===== src/rtl/regfile_alu_pkg.sv =====
// ----------------------------------------------------------------------------
// regfile_alu_pkg
// Shared types and constants for the register-bank execute/writeback stage.
//   alu_op_e       : 4-bit ALU opcode encoding (0..7 defined, 8..15 illegal)
//   seq_state_e    : sequencer FSM states IDLE -> READ -> EXEC -> WB
//   OP_ILLEGAL_MIN : lowest opcode value that is always illegal
// No ports; imported by the interface, alu_core and the top.
// ----------------------------------------------------------------------------
package regfile_alu_pkg;

    typedef enum logic [3:0] {
        OP_ADD    = 4'd0,
        OP_SUB    = 4'd1,
        OP_AND    = 4'd2,
        OP_OR     = 4'd3,
        OP_XOR    = 4'd4,
        OP_SLL    = 4'd5,
        OP_SRL    = 4'd6,
        OP_PASS_A = 4'd7
    } alu_op_e;

    typedef enum logic [1:0] {
        ST_IDLE = 2'd0,
        ST_READ = 2'd1,
        ST_EXEC = 2'd2,
        ST_WB   = 2'd3
    } seq_state_e;

    localparam logic [3:0] OP_ILLEGAL_MIN = 4'd8;

endpackage


===== src/rtl/regfile_alu_sequencer_if.sv =====
// ----------------------------------------------------------------------------
// regfile_alu_sequencer_if
// Command channel into the execute/writeback sequencer.
//   cmd_valid : command present (master -> slave)
//   cmd_ready : sequencer can accept a command (slave -> master)
//   cmd_op    : 4-bit opcode
//   cmd_rs1   : source register A address (N bits)
//   cmd_rs2   : source register B address (N bits)
//   cmd_rd    : destination register address (N bits)
// Handshake: a command transfers on a rising clock edge where cmd_valid and
// cmd_ready are both high. The master holds the fields stable while valid is
// high and not yet accepted; the slave ignores the fields on all other edges.
// Modports: master (command source), slave (sequencer).
// ----------------------------------------------------------------------------
interface regfile_alu_sequencer_if #(
    parameter int N = 5
) ();
    logic         cmd_valid;
    logic         cmd_ready;
    logic [3:0]   cmd_op;
    logic [N-1:0] cmd_rs1;
    logic [N-1:0] cmd_rs2;
    logic [N-1:0] cmd_rd;

    modport master (
        output cmd_valid,
        output cmd_op,
        output cmd_rs1,
        output cmd_rs2,
        output cmd_rd,
        input  cmd_ready
    );

    modport slave (
        input  cmd_valid,
        input  cmd_op,
        input  cmd_rs1,
        input  cmd_rs2,
        input  cmd_rd,
        output cmd_ready
    );
endinterface


===== src/rtl/regfile_alu_sequencer_alu_core.sv =====
// ----------------------------------------------------------------------------
// alu_core
// Purely combinational ALU used by the sequencer's EXEC step.
//   op      in  4  opcode (see alu_op_e)
//   a, b    in  W  operands
//   result  out W  computed value (0 when illegal)
//   carry   out 1  ADD carry-out / SUB borrow (A < B unsigned), else 0
//   illegal out 1  opcode not supported in this build
// Build option: macro ALU_SHIFT_EN enables opcodes 5 (SLL) and 6 (SRL), which
// shift A by the low $clog2(W) bits of B. Without it those opcodes are illegal.
// ----------------------------------------------------------------------------
module alu_core
    import regfile_alu_pkg::*;
#(
    parameter int W = 8
) (
    input  logic [3:0]   op,
    input  logic [W-1:0] a,
    input  logic [W-1:0] b,
    output logic [W-1:0] result,
    output logic         carry,
    output logic         illegal
);

`ifdef ALU_SHIFT_EN
    localparam int SHW = (W > 1) ? $clog2(W) : 1;
`endif

    logic [W:0] w_sum;
    logic [W:0] w_diff;

    // One extra bit on both paths: bit W is the carry for ADD and, because
    // the subtraction wraps below zero, the borrow for SUB.
    assign w_sum  = {1'b0, a} + {1'b0, b};
    assign w_diff = {1'b0, a} - {1'b0, b};

    always_comb begin
        result  = '0;
        carry   = 1'b0;
        illegal = 1'b0;
        if (op >= OP_ILLEGAL_MIN) begin
            illegal = 1'b1;
        end else begin
            case (alu_op_e'(op))
                OP_ADD: begin
                    result = w_sum[W-1:0];
                    carry  = w_sum[W];
                end
                OP_SUB: begin
                    result = w_diff[W-1:0];
                    carry  = w_diff[W];
                end
                OP_AND:    result = a & b;
                OP_OR:     result = a | b;
                OP_XOR:    result = a ^ b;
                OP_PASS_A: result = a;
`ifdef ALU_SHIFT_EN
                OP_SLL:    result = a << b[SHW-1:0];
                OP_SRL:    result = a >> b[SHW-1:0];
`endif
                default:   illegal = 1'b1;
            endcase
        end
    end

endmodule


===== src/rtl/regfile_alu_sequencer.sv =====
// ----------------------------------------------------------------------------
// regfile_alu_sequencer
// Execute/writeback stage wrapped around an external register bank. One ALU
// command per handshake; each command walks IDLE -> READ -> EXEC -> WB.
//   clk        in   1  clock, rising edge
//   rst        in   1  synchronous active-high reset, highest priority
//   cmd        slave   command channel (regfile_alu_sequencer_if)
//   addr_rs1   out  N  bank read port 1 address (registered, held)
//   addr_rs2   out  N  bank read port 2 address (registered, held)
//   addr_rd    out  N  bank write address (registered, held)
//   data_in    out  W  bank write data (the result register)
//   we         out  1  bank write enable, WB only, legal op and rd != 0
//   rs1, rs2   in   W  operands from the bank's combinational read ports
//   done       out  1  one-cycle completion pulse (WB)
//   err        out  1  one-cycle illegal-opcode pulse, coincident with done
//   result     out  W  last computed result, held until the next EXEC
//   flag_zero  out  1  result == 0, held with result
//   flag_carry out  1  carry/borrow, held with result
//   dbg_state  out     current FSM state
// Timing: accept at edge k, operands captured at k+1, result at k+2, bank
// written at k+3 (done/we high in the cycle before it), next accept at k+4.
// Build option: ALU_SHIFT_EN (see alu_core) enables SLL/SRL.
// ----------------------------------------------------------------------------
module regfile_alu_sequencer
    import regfile_alu_pkg::*;
#(
    parameter int N = 5,
    parameter int W = 8
) (
    input  logic                    clk,
    input  logic                    rst,
    regfile_alu_sequencer_if.slave  cmd,
    output logic [N-1:0]            addr_rs1,
    output logic [N-1:0]            addr_rs2,
    output logic [N-1:0]            addr_rd,
    output logic [W-1:0]            data_in,
    output logic                    we,
    input  logic [W-1:0]            rs1,
    input  logic [W-1:0]            rs2,
    output logic                    done,
    output logic                    err,
    output logic [W-1:0]            result,
    output logic                    flag_zero,
    output logic                    flag_carry,
    output seq_state_e              dbg_state
);

    seq_state_e   r_state;
    seq_state_e   w_next_state;
    logic         w_accept;

    logic [3:0]   r_op;
    logic [N-1:0] r_addr_rs1;
    logic [N-1:0] r_addr_rs2;
    logic [N-1:0] r_addr_rd;
    logic [W-1:0] r_opa;
    logic [W-1:0] r_opb;
    logic [W-1:0] r_result;
    logic         r_zero;
    logic         r_carry;
    logic         r_illegal;

    logic [W-1:0] w_alu_result;
    logic         w_alu_carry;
    logic         w_alu_illegal;

    // ------------------------------------------------------------------
    // FSM state register
    // ------------------------------------------------------------------
    always_ff @(posedge clk) begin
        if (rst) begin
            r_state <= ST_IDLE;
        end else begin
            r_state <= w_next_state;
        end
    end

    // ------------------------------------------------------------------
    // Next state and strobes. WB strobes are gated by rst so an aborting
    // reset never lets a write reach the bank on that edge.
    // ------------------------------------------------------------------
    always_comb begin
        w_next_state  = r_state;
        w_accept      = 1'b0;
        cmd.cmd_ready = 1'b0;
        we            = 1'b0;
        done          = 1'b0;
        err           = 1'b0;
        case (r_state)
            ST_IDLE: begin
                cmd.cmd_ready = 1'b1;
                if (cmd.cmd_valid) begin
                    w_accept     = 1'b1;
                    w_next_state = ST_READ;
                end
            end
            ST_READ: w_next_state = ST_EXEC;
            ST_EXEC: w_next_state = ST_WB;
            ST_WB: begin
                w_next_state = ST_IDLE;
                if (!rst) begin
                    done = 1'b1;
                    err  = r_illegal;
                    // Register 0 is never written; illegal ops never write.
                    we   = !r_illegal && (r_addr_rd != '0);
                end
            end
            default: w_next_state = ST_IDLE;
        endcase
    end

    // ------------------------------------------------------------------
    // Datapath registers
    // ------------------------------------------------------------------
    always_ff @(posedge clk) begin
        if (rst) begin
            r_op       <= '0;
            r_addr_rs1 <= '0;
            r_addr_rs2 <= '0;
            r_addr_rd  <= '0;
            r_opa      <= '0;
            r_opb      <= '0;
            r_result   <= '0;
            r_zero     <= 1'b0;
            r_carry    <= 1'b0;
            r_illegal  <= 1'b0;
        end else begin
            if (w_accept) begin
                r_op       <= cmd.cmd_op;
                r_addr_rs1 <= cmd.cmd_rs1;
                r_addr_rs2 <= cmd.cmd_rs2;
                r_addr_rd  <= cmd.cmd_rd;
            end
            // The bank read is combinational on the held addresses, so the
            // operands are valid by the end of READ.
            if (r_state == ST_READ) begin
                r_opa <= rs1;
                r_opb <= rs2;
            end
            if (r_state == ST_EXEC) begin
                r_illegal <= w_alu_illegal;
                // An illegal op leaves result and flags as they were.
                if (!w_alu_illegal) begin
                    r_result <= w_alu_result;
                    r_zero   <= (w_alu_result == '0);
                    r_carry  <= w_alu_carry;
                end
            end
        end
    end

    alu_core #(
        .W (W)
    ) u_alu (
        .op      (r_op),
        .a       (r_opa),
        .b       (r_opb),
        .result  (w_alu_result),
        .carry   (w_alu_carry),
        .illegal (w_alu_illegal)
    );

    assign addr_rs1   = r_addr_rs1;
    assign addr_rs2   = r_addr_rs2;
    assign addr_rd    = r_addr_rd;
    assign data_in    = r_result;
    assign result     = r_result;
    assign flag_zero  = r_zero;
    assign flag_carry = r_carry;
    assign dbg_state  = r_state;

endmodule


===== src/flat_wrapper.sv =====
// flat-port wrapper written by rule: the top's interface ports become plain ports
module regfile_alu_sequencer_flat import regfile_alu_pkg::*;
#(
    parameter int N = 5,
    parameter int W = 8
)
  (clk, rst, addr_rs1, addr_rs2, addr_rd, data_in, we, rs1, rs2, done, err, result, flag_zero, flag_carry, dbg_state, cmd_cmd_valid, cmd_cmd_op, cmd_cmd_rs1, cmd_cmd_rs2, cmd_cmd_rd, cmd_cmd_ready);
  regfile_alu_sequencer_if #(.N(N)) cmd_i ();
  input  logic clk;
  input  logic rst;
  output logic [N-1:0] addr_rs1;
  output logic [N-1:0] addr_rs2;
  output logic [N-1:0] addr_rd;
  output logic [W-1:0] data_in;
  output logic we;
  input  logic [W-1:0] rs1;
  input  logic [W-1:0] rs2;
  output logic done;
  output logic err;
  output logic [W-1:0] result;
  output logic flag_zero;
  output logic flag_carry;
  output seq_state_e dbg_state;
  input wire logic [$bits(cmd_i.cmd_valid)-1:0] cmd_cmd_valid;
  input wire logic [$bits(cmd_i.cmd_op)-1:0] cmd_cmd_op;
  input wire logic [$bits(cmd_i.cmd_rs1)-1:0] cmd_cmd_rs1;
  input wire logic [$bits(cmd_i.cmd_rs2)-1:0] cmd_cmd_rs2;
  input wire logic [$bits(cmd_i.cmd_rd)-1:0] cmd_cmd_rd;
  output wire logic [$bits(cmd_i.cmd_ready)-1:0] cmd_cmd_ready;
  assign cmd_i.cmd_valid = cmd_cmd_valid;
  assign cmd_i.cmd_op = cmd_cmd_op;
  assign cmd_i.cmd_rs1 = cmd_cmd_rs1;
  assign cmd_i.cmd_rs2 = cmd_cmd_rs2;
  assign cmd_i.cmd_rd = cmd_cmd_rd;
  assign cmd_cmd_ready = cmd_i.cmd_ready;
  regfile_alu_sequencer #(.N(N), .W(W)) u_core (.clk(clk), .rst(rst), .cmd(cmd_i), .addr_rs1(addr_rs1), .addr_rs2(addr_rs2), .addr_rd(addr_rd), .data_in(data_in), .we(we), .rs1(rs1), .rs2(rs2), .done(done), .err(err), .result(result), .flag_zero(flag_zero), .flag_carry(flag_carry), .dbg_state(dbg_state));
endmodule

===== config.mk =====
export PLATFORM = sky130hd
export DESIGN_NAME = regfile_alu_sequencer_flat
export DESIGN_NICKNAME = d
export VERILOG_FILES = /design/src/rtl/regfile_alu_pkg.sv /design/src/rtl/regfile_alu_sequencer_if.sv /design/src/rtl/regfile_alu_sequencer_alu_core.sv /design/src/rtl/regfile_alu_sequencer.sv /design/src/flat_wrapper.sv
export SDC_FILE = /design/constraint.sdc
export NUM_CORES = 1
export LEC_CHECK = 0
export ABC_AREA = 1
export BUFFER_PORTS_ARGS = -buffer_cell sky130_fd_sc_hd__buf_2
export CORE_MARGIN = 8
export CORE_UTILIZATION = 49
export DETAILED_ROUTE_END_ITERATION = 16
export PLACE_DENSITY = 0.77
export SYNTH_ARGS = -nofsm -noshare
export SYNTH_HDL_FRONTEND = slang
export SYNTH_HIERARCHICAL = 1
export SYNTH_SLANG_ARGS = --single-unit

===== constraint.sdc =====
create_clock -name clk -period 1.7 [get_ports clk]
set_input_delay 0.34 -clock clk [delete_from_list [all_inputs] [get_ports clk]]
set_output_delay 0.34 -clock clk [all_outputs]
set_load 0.02 [all_outputs]

### Yosys cells after proc, flatten, opt, wreduce, memory -nomap -nowiden

Index checks and enable logic that the tools add are counted.

* eq/ne operators: 9
* bitwise gates (word level): 4
* mux-type cells: 17
* reductions and logical operators: 8
* magnitude comparators: 1
* add/subtract/negate cells: 2

Operators with widths (number)
* $pmux W8 S6: 1
* $mux W1: 12
* $add A8 B8 Y9: 1
* $sub A8 B8 Y9: 1
* $and A8 B8 Y8: 1
* $eq A4 B2 Y1 const B: 2
* $eq A4 B3 Y1 const B: 2
* $logic_not A8 Y1: 1
* $mux W8: 1
* $or A8 B8 Y8: 1
* $pmux W2 S4: 1
* $xor A8 B8 Y8: 1
* $reduce_or A6 Y1: 1
* $reduce_bool A5 Y1: 1
* $eq A2 B2 Y1 const B: 2
* $eq A4 B1 Y1 const B: 1
* $ge A4 B4 Y1 const B: 1
* $logic_not A4 Y1: 1
* $eq A2 B1 Y1 const B: 1
* $logic_not A2 Y1: 1
* $mux W2: 1
* $ne A2 B2 Y1 const B: 1
* $pmux W1 S2: 1
* $reduce_and A2 Y1: 1
* other kinds (3): 3

* flip-flop bits (word level): 48
* logic and storage cells: 52
* input port bits: 38
* output and inout port bits: 39

### Longest topological paths before layout

* depth in word-level cells: 6
* mapped depth: 16

### By module

The synthesis kept the hierarchy.

Modules (own cells, without submodules)
* regfile_alu_sequencer: seq. area each 960.9 um2, area an instance 1905.6 um2, times used 1, cells an instance 241
* alu_core: seq. area each 0.0 um2, area an instance 1217.4 um2, times used 1, cells an instance 219

### Worst setup path before layout

Ideal clock, no wire load.

* path kind: reg-to-reg
* start: register u_core.r_opa[4]
* end: register u_core.r_zero, in the netlist u_core/flag_zero
* stages on the path, launching flop included: 16
* path buffers: 1
* period minus slack after synthesis: 1852 ps
* setup time: 59 ps
* arrival: 1794 ps
* setup slack: -152 ps
* cell sequence: dfxtp_1 -> inv_1 -> ha_1 -> clkbuf_1 -> inv_2 -> nand2_1 -> nand2_1 -> a21oi_1 -> nand3_1 -> nand3_1 -> nand3_1 -> nor2_1 -> nand2_1 -> nor2_1 -> nand2_1 -> nand2_1

* word-level cells in the longest chain between the ends: 4

Ends and longest elaborated chain
* from (decl): line regfile_alu_sequencer.sv:56 `logic [W-1:0] r_opa;`
* from (signal assigned): line regfile_alu_sequencer.sv:137 `r_opa <= rs1;`
* $sub A8 B8 Y9 / $add A8 B8 Y9 (equally long branches): line regfile_alu_sequencer_alu_core.sv:35, regfile_alu_sequencer_alu_core.sv:34
* $pmux W8 S6 *: line regfile_alu_sequencer_alu_core.sv:44 `case (alu_op_e'(op))`
* $mux W8 *: line regfile_alu_sequencer_alu_core.sv:41 `if (op >= OP_ILLEGAL_MIN) begin`
* via u_core.w_alu_result[7]: line regfile_alu_sequencer.sv:63 `logic [W-1:0] w_alu_result;`
* $logic_not A8 Y1 *: line regfile_alu_sequencer.sv:145 `r_zero <= (w_alu_result == '0);`
* to (signal assigned): line regfile_alu_sequencer.sv:145
* to (decl): line regfile_alu_sequencer.sv:59 `logic r_zero;`

The timed path passes the listed nets; every way through them passes the cells marked *.
A chain may end at the register's enable or synchronous reset.

### Final worst setup path

* start: register u_core.r_opa[0]
* end: register u_core.r_zero, in the netlist u_core/flag_zero

Same word-level chain as after synthesis.

==> run summary <==
The initial antenna violation count is 0, and the wire length reported by the detailed router is 9.116 mm. Setup violations remaining at the end of the flow were counted as 6. The Yosys step of the flow raised 6 warnings.

The tools report the cell chosen for the clock root as clkbuf_8. The internal reg-to-reg setup slack was -0.18 ns. The maximum clock rate was 533.0 MHz; the area overhead of the layout relative to synthesis was 32.73%.

The tools report the number of hold violations in the final report as 0. Yosys attributes the largest share of cell area to dfxtp_1 31%, nor2_1 14%, ha_1 12%. The critical path is of the register to register type. Clock skew on the completed layout was measured at 0.005669 ns.

Input and output buffers added on the ports amount to 76. The tools report the iteration count of the initial detailed-routing pass as 4. The signal on the critical path passes through ha_1, fa_2, nand4_1, nand4_1, nand3_1, nand3_2, nor2_2, nand2_1, nor2_1, nand2_1, nand2_1. Together, buffers and inverters on the worst path number 0. Layout cell share with drive strength beyond 1: 0.3583. Detailed routing inserted a total of 3278 vias.

The horizontal die dimension is 95.84 µm. Kind of cell adding the most delay to the critical path: simple AND/OR/NAND/NOR gates. The most frequent cell on the critical path was nand2_1.

Met3 capacity usage during global routing: 0.04914. For the relative max-transition margin, the log shows 0.7017. Setup repair after global routing could not meet its margin everywhere.

The later pin in the worst-skew pair is clocked with a latency of 0.31 ns. The run gives 29 as the number of placement rows. The post-synthesis cell type with the largest combined area was dfxtp_1. The clock tree buffer depth was 2; the leakage component of the power was 2.143 nW.

The starting density of the core is 0.5004. The max capacitance violation total is 0, and the placeable core region is 0.006241 mm². The global-route layer with the greatest usage was met2. The remaining global-route overflow is 0, and the slew at the pin closest to its max-slew limit is 0.4475 ns. The min-delay analysis places its worst path in the category input port to register.

The run gives 2.13 ns as the arrival time of data at the critical path endpoint. The H-tree generated during clock tree synthesis spans 2 levels. Measured in cells, the most critical reg-to-reg path has a length of 11. The startpoint of the most critical register-to-register path was u_core/r_opa[0]. The die extent in y was 95.84 µm.

The portion of synthesized cell area occupied by the leading cell type came out at 0.3077. The nature of the critical path endpoint is a register. The tools report the met2 track demand over resource as 0.3394. The number of standard cells in the layout, taps in and fillers out came out at 652.

At the end of routability-driven placement, the weighted congestion stood at 0.9604. Number of register bits inferred by synthesis: 48. The count of pins on the block boundary is 77. In the routed design, unresolved DRC markers number 0. The cts-stage hold buffer count was 0. TritonCTS built the clock tree. In this run, CTS created clock tree buffers numbering 5. The final reports fail on setup timing. The largest single stage delay on the critical path is 0.44 ns. In the final routed layout, each cell accounts on average for 13.98 µm. The first-pass GRT wire length was 14.67 mm; the largest net degree at the start of global routing was 47. Across the VDD grid, the largest voltage drop is 0.0009882 V. For hold timing, the worst endpoint is u_core/r_opb[3]. A synthesized cell averages 6.789 µm².

The final cycle utilization of the critical path came out at 1.104. The critical path launch point type is a register. The aggregate global-route resource usage came out at 0.1989. The minimum period implied by the final worst setup slack came out at 1.876 ns. For the post-layout utilization of the core, the log shows 0.6642. The register clock-pin slew on the reported worst setup and hold paths was 0.10 ns; the area enclosed by the die boundary was 0.009184 mm². The run gives 0.3077 as the sequential cell area fraction in the yosys report. The worst-path maximum fanout was 4; the total half-perimeter wirelength after legalization and detailed placement was 6.893 mm.

The netlist uses 28 different library cells. The run finished, with violations left. Post-placement cell count: 637. Synthesis produced 460 cells. The logs give 580 for the layout filler cell count and 0.003123 mm² for the netlist area before placement. The final critical-path setup slack is -0.1762 ns. The post-detailed-route count of antenna-violating nets was 0; the power density over the cells was 1946 mW/mm². After the first detailed-routing iteration, the DRC count stood at 200.

The met1 routing resource usage after global routing is 0.2467, and the average vias per placed instance is 5.028. The slowest stage of the critical path belongs to the cell fa_2. Clock tree synthesis found a total of 48 sinks. The count of final max-slew check failures came out at 0. In this run the most critical hold path is launched from rs2[3]. The net count of the mapped netlist was 530; the required time at the endpoint of the critical path was 1.96 ns. The number of instances on the worst hold path works out to 3. The number of antenna diodes in the final layout is 0. Number of global-route vias before repair: 3108. The worst register-to-register path ends at u_core/flag_zero. At the end of the flow, the number of nets in the layout was 644.
[metal layers]
layer,up-vias,part of all wire
met3,5,0.071
met5,-,0
met4,0,0.0060
met1,1493,0.43
met2,86,0.49
li1,1694,-
[final cells by class]
type                            count  area, µm²  share of cell area
Multi-Input combinational cell    332       1956              0.4718
Sequential cell                    48      979.7              0.2363
Inverter                           58      229.0             0.05524
Tap cell                           77      96.34             0.02324
Timing Repair Buffer              129      788.3              0.1902
Clock inverter                      2      13.76            0.003320
Clock buffer                        6      82.58             0.01992
[synthesized netlist by cell type (all sizes together)]
| cell | instances |
|---|---|
| or2 | 1 |
| nor3 | 7 |
| nand2 | 59 |
| nand3b | 2 |
| nand4 | 8 |
| dfxtp | 48 |
| fa | 2 |
| inv | 57 |
| buf | 18 |
| o211ai | 1 |
| o22ai | 11 |
| clkinv | 1 |
| ha | 30 |
| clkbuf | 4 |
| a21oi | 8 |
| o21ai | 51 |
| nor2 | 115 |
| nand3 | 36 |
| and2 | 1 |
[power breakdown]
part | leakage, nW | total [mW] | internal [mW] | switching (mW)
Clock | 0.0516 | 0.754 | 0.334 | 0.420
Combinational | 1.69 | 5.50 | 2.31 | 3.19
Sequential | 0.400 | 1.81 | 1.55 | 0.265
[cells in the final DEF (no fill, tap or decap), types with 9 or more instances in the layout]
master   synthesis  routed
nand3_2          0      12
o21ai_0         37      31
o22ai_1         11      11
ha_1            30      23
o21ai_2          7       9
nand2_1         58      56
buf_4            9      52
nor2_1         114     108
buf_2            2      75
nand3_1         36      24
inv_1           48      44
dfxtp_1         48      37
dfxtp_2          0       9
o21ai_1          7      11
inv_2            8      10
[worst max path at each step]
| stage | from | endpoint | slack (ns) | cells after the start |
|---|---|---|---|---|
| 4_1_cts | u_core/r_opa[0] | u_core/flag_zero | -0.14 | 14 |
| 5_1_grt | u_core/r_opa[0] | u_core/flag_zero | -0.34 | 14 |
| 3_3_place_gp | u_core/r_opb[0] | u_core/data_in[2] | -0.19 | 7 |
| 2_1_floorplan | u_core/r_opb[0] | u_core/data_in[2] | 0.002 | 7 |
| 3_5_place_dp | u_core/r_opa[5] | u_core/flag_zero | -0.20 | 13 |
| 6_report | u_core/r_opa[0] | u_core/flag_zero | -0.18 | 11 |
[registers in the layout, summed over array words and instances (netlist names)]
register / cells
u_core/r_opa: 8
u_core/flag_zero: 1
u_core/addr_rd: 5
u_core/dbg_state: 2
u_core/r_opb: 8
u_core/addr_rs2: 5
u_core/data_in: 8
u_core/flag_carry: 1
u_core/r_illegal: 1
u_core/r_op: 4
u_core/addr_rs1: 5
[logic make-up after synthesis]
| kind of cell | after synthesis | share of synthesized area |
|---|---|---|
| compound gates | 71 | 0.1274 |
| buf+inv | 80 | 0.1258 |
| simple gates | 229 | 0.3061 |
| fa+ha+maj | 32 | 0.1330 |
| flops | 48 | 0.3077 |
[metrics by stage]
stage / TNS [ns] / power, mW / instance area (µm²) / hold slack [ns] / setup WS [ns]
floorplan: 0 / 5.128 / 3201 / 0.4193 / 0.002494
global placement: -0.9352 / 6.649 / 3829 / 0.4580 / -0.1863
detailed placement: -1.078 / 6.728 / 3829 / 0.4598 / -0.2012
CTS: -0.5761 / 7.740 / 4033 / 0.2375 / -0.1422
global route: -1.606 / 8.793 / 4145 / 0.2572 / -0.3378
finish: -0.6313 / 8.067 / 4145 / 0.2478 / -0.1762
[timing repair]
action                     4_1_cts  5_1_grt
gates cloned                     0        0
pin swaps                        8        8
setup endpoints to repair       10       11
gates resized for setup         19       26
buffers inserted                 3        4
[worst min-delay path: stages]
cell and delay (ns):
buf_2 0.07, nor2_1 0.03, nor2_1 0.08
(Power assumes the default switching activity.)
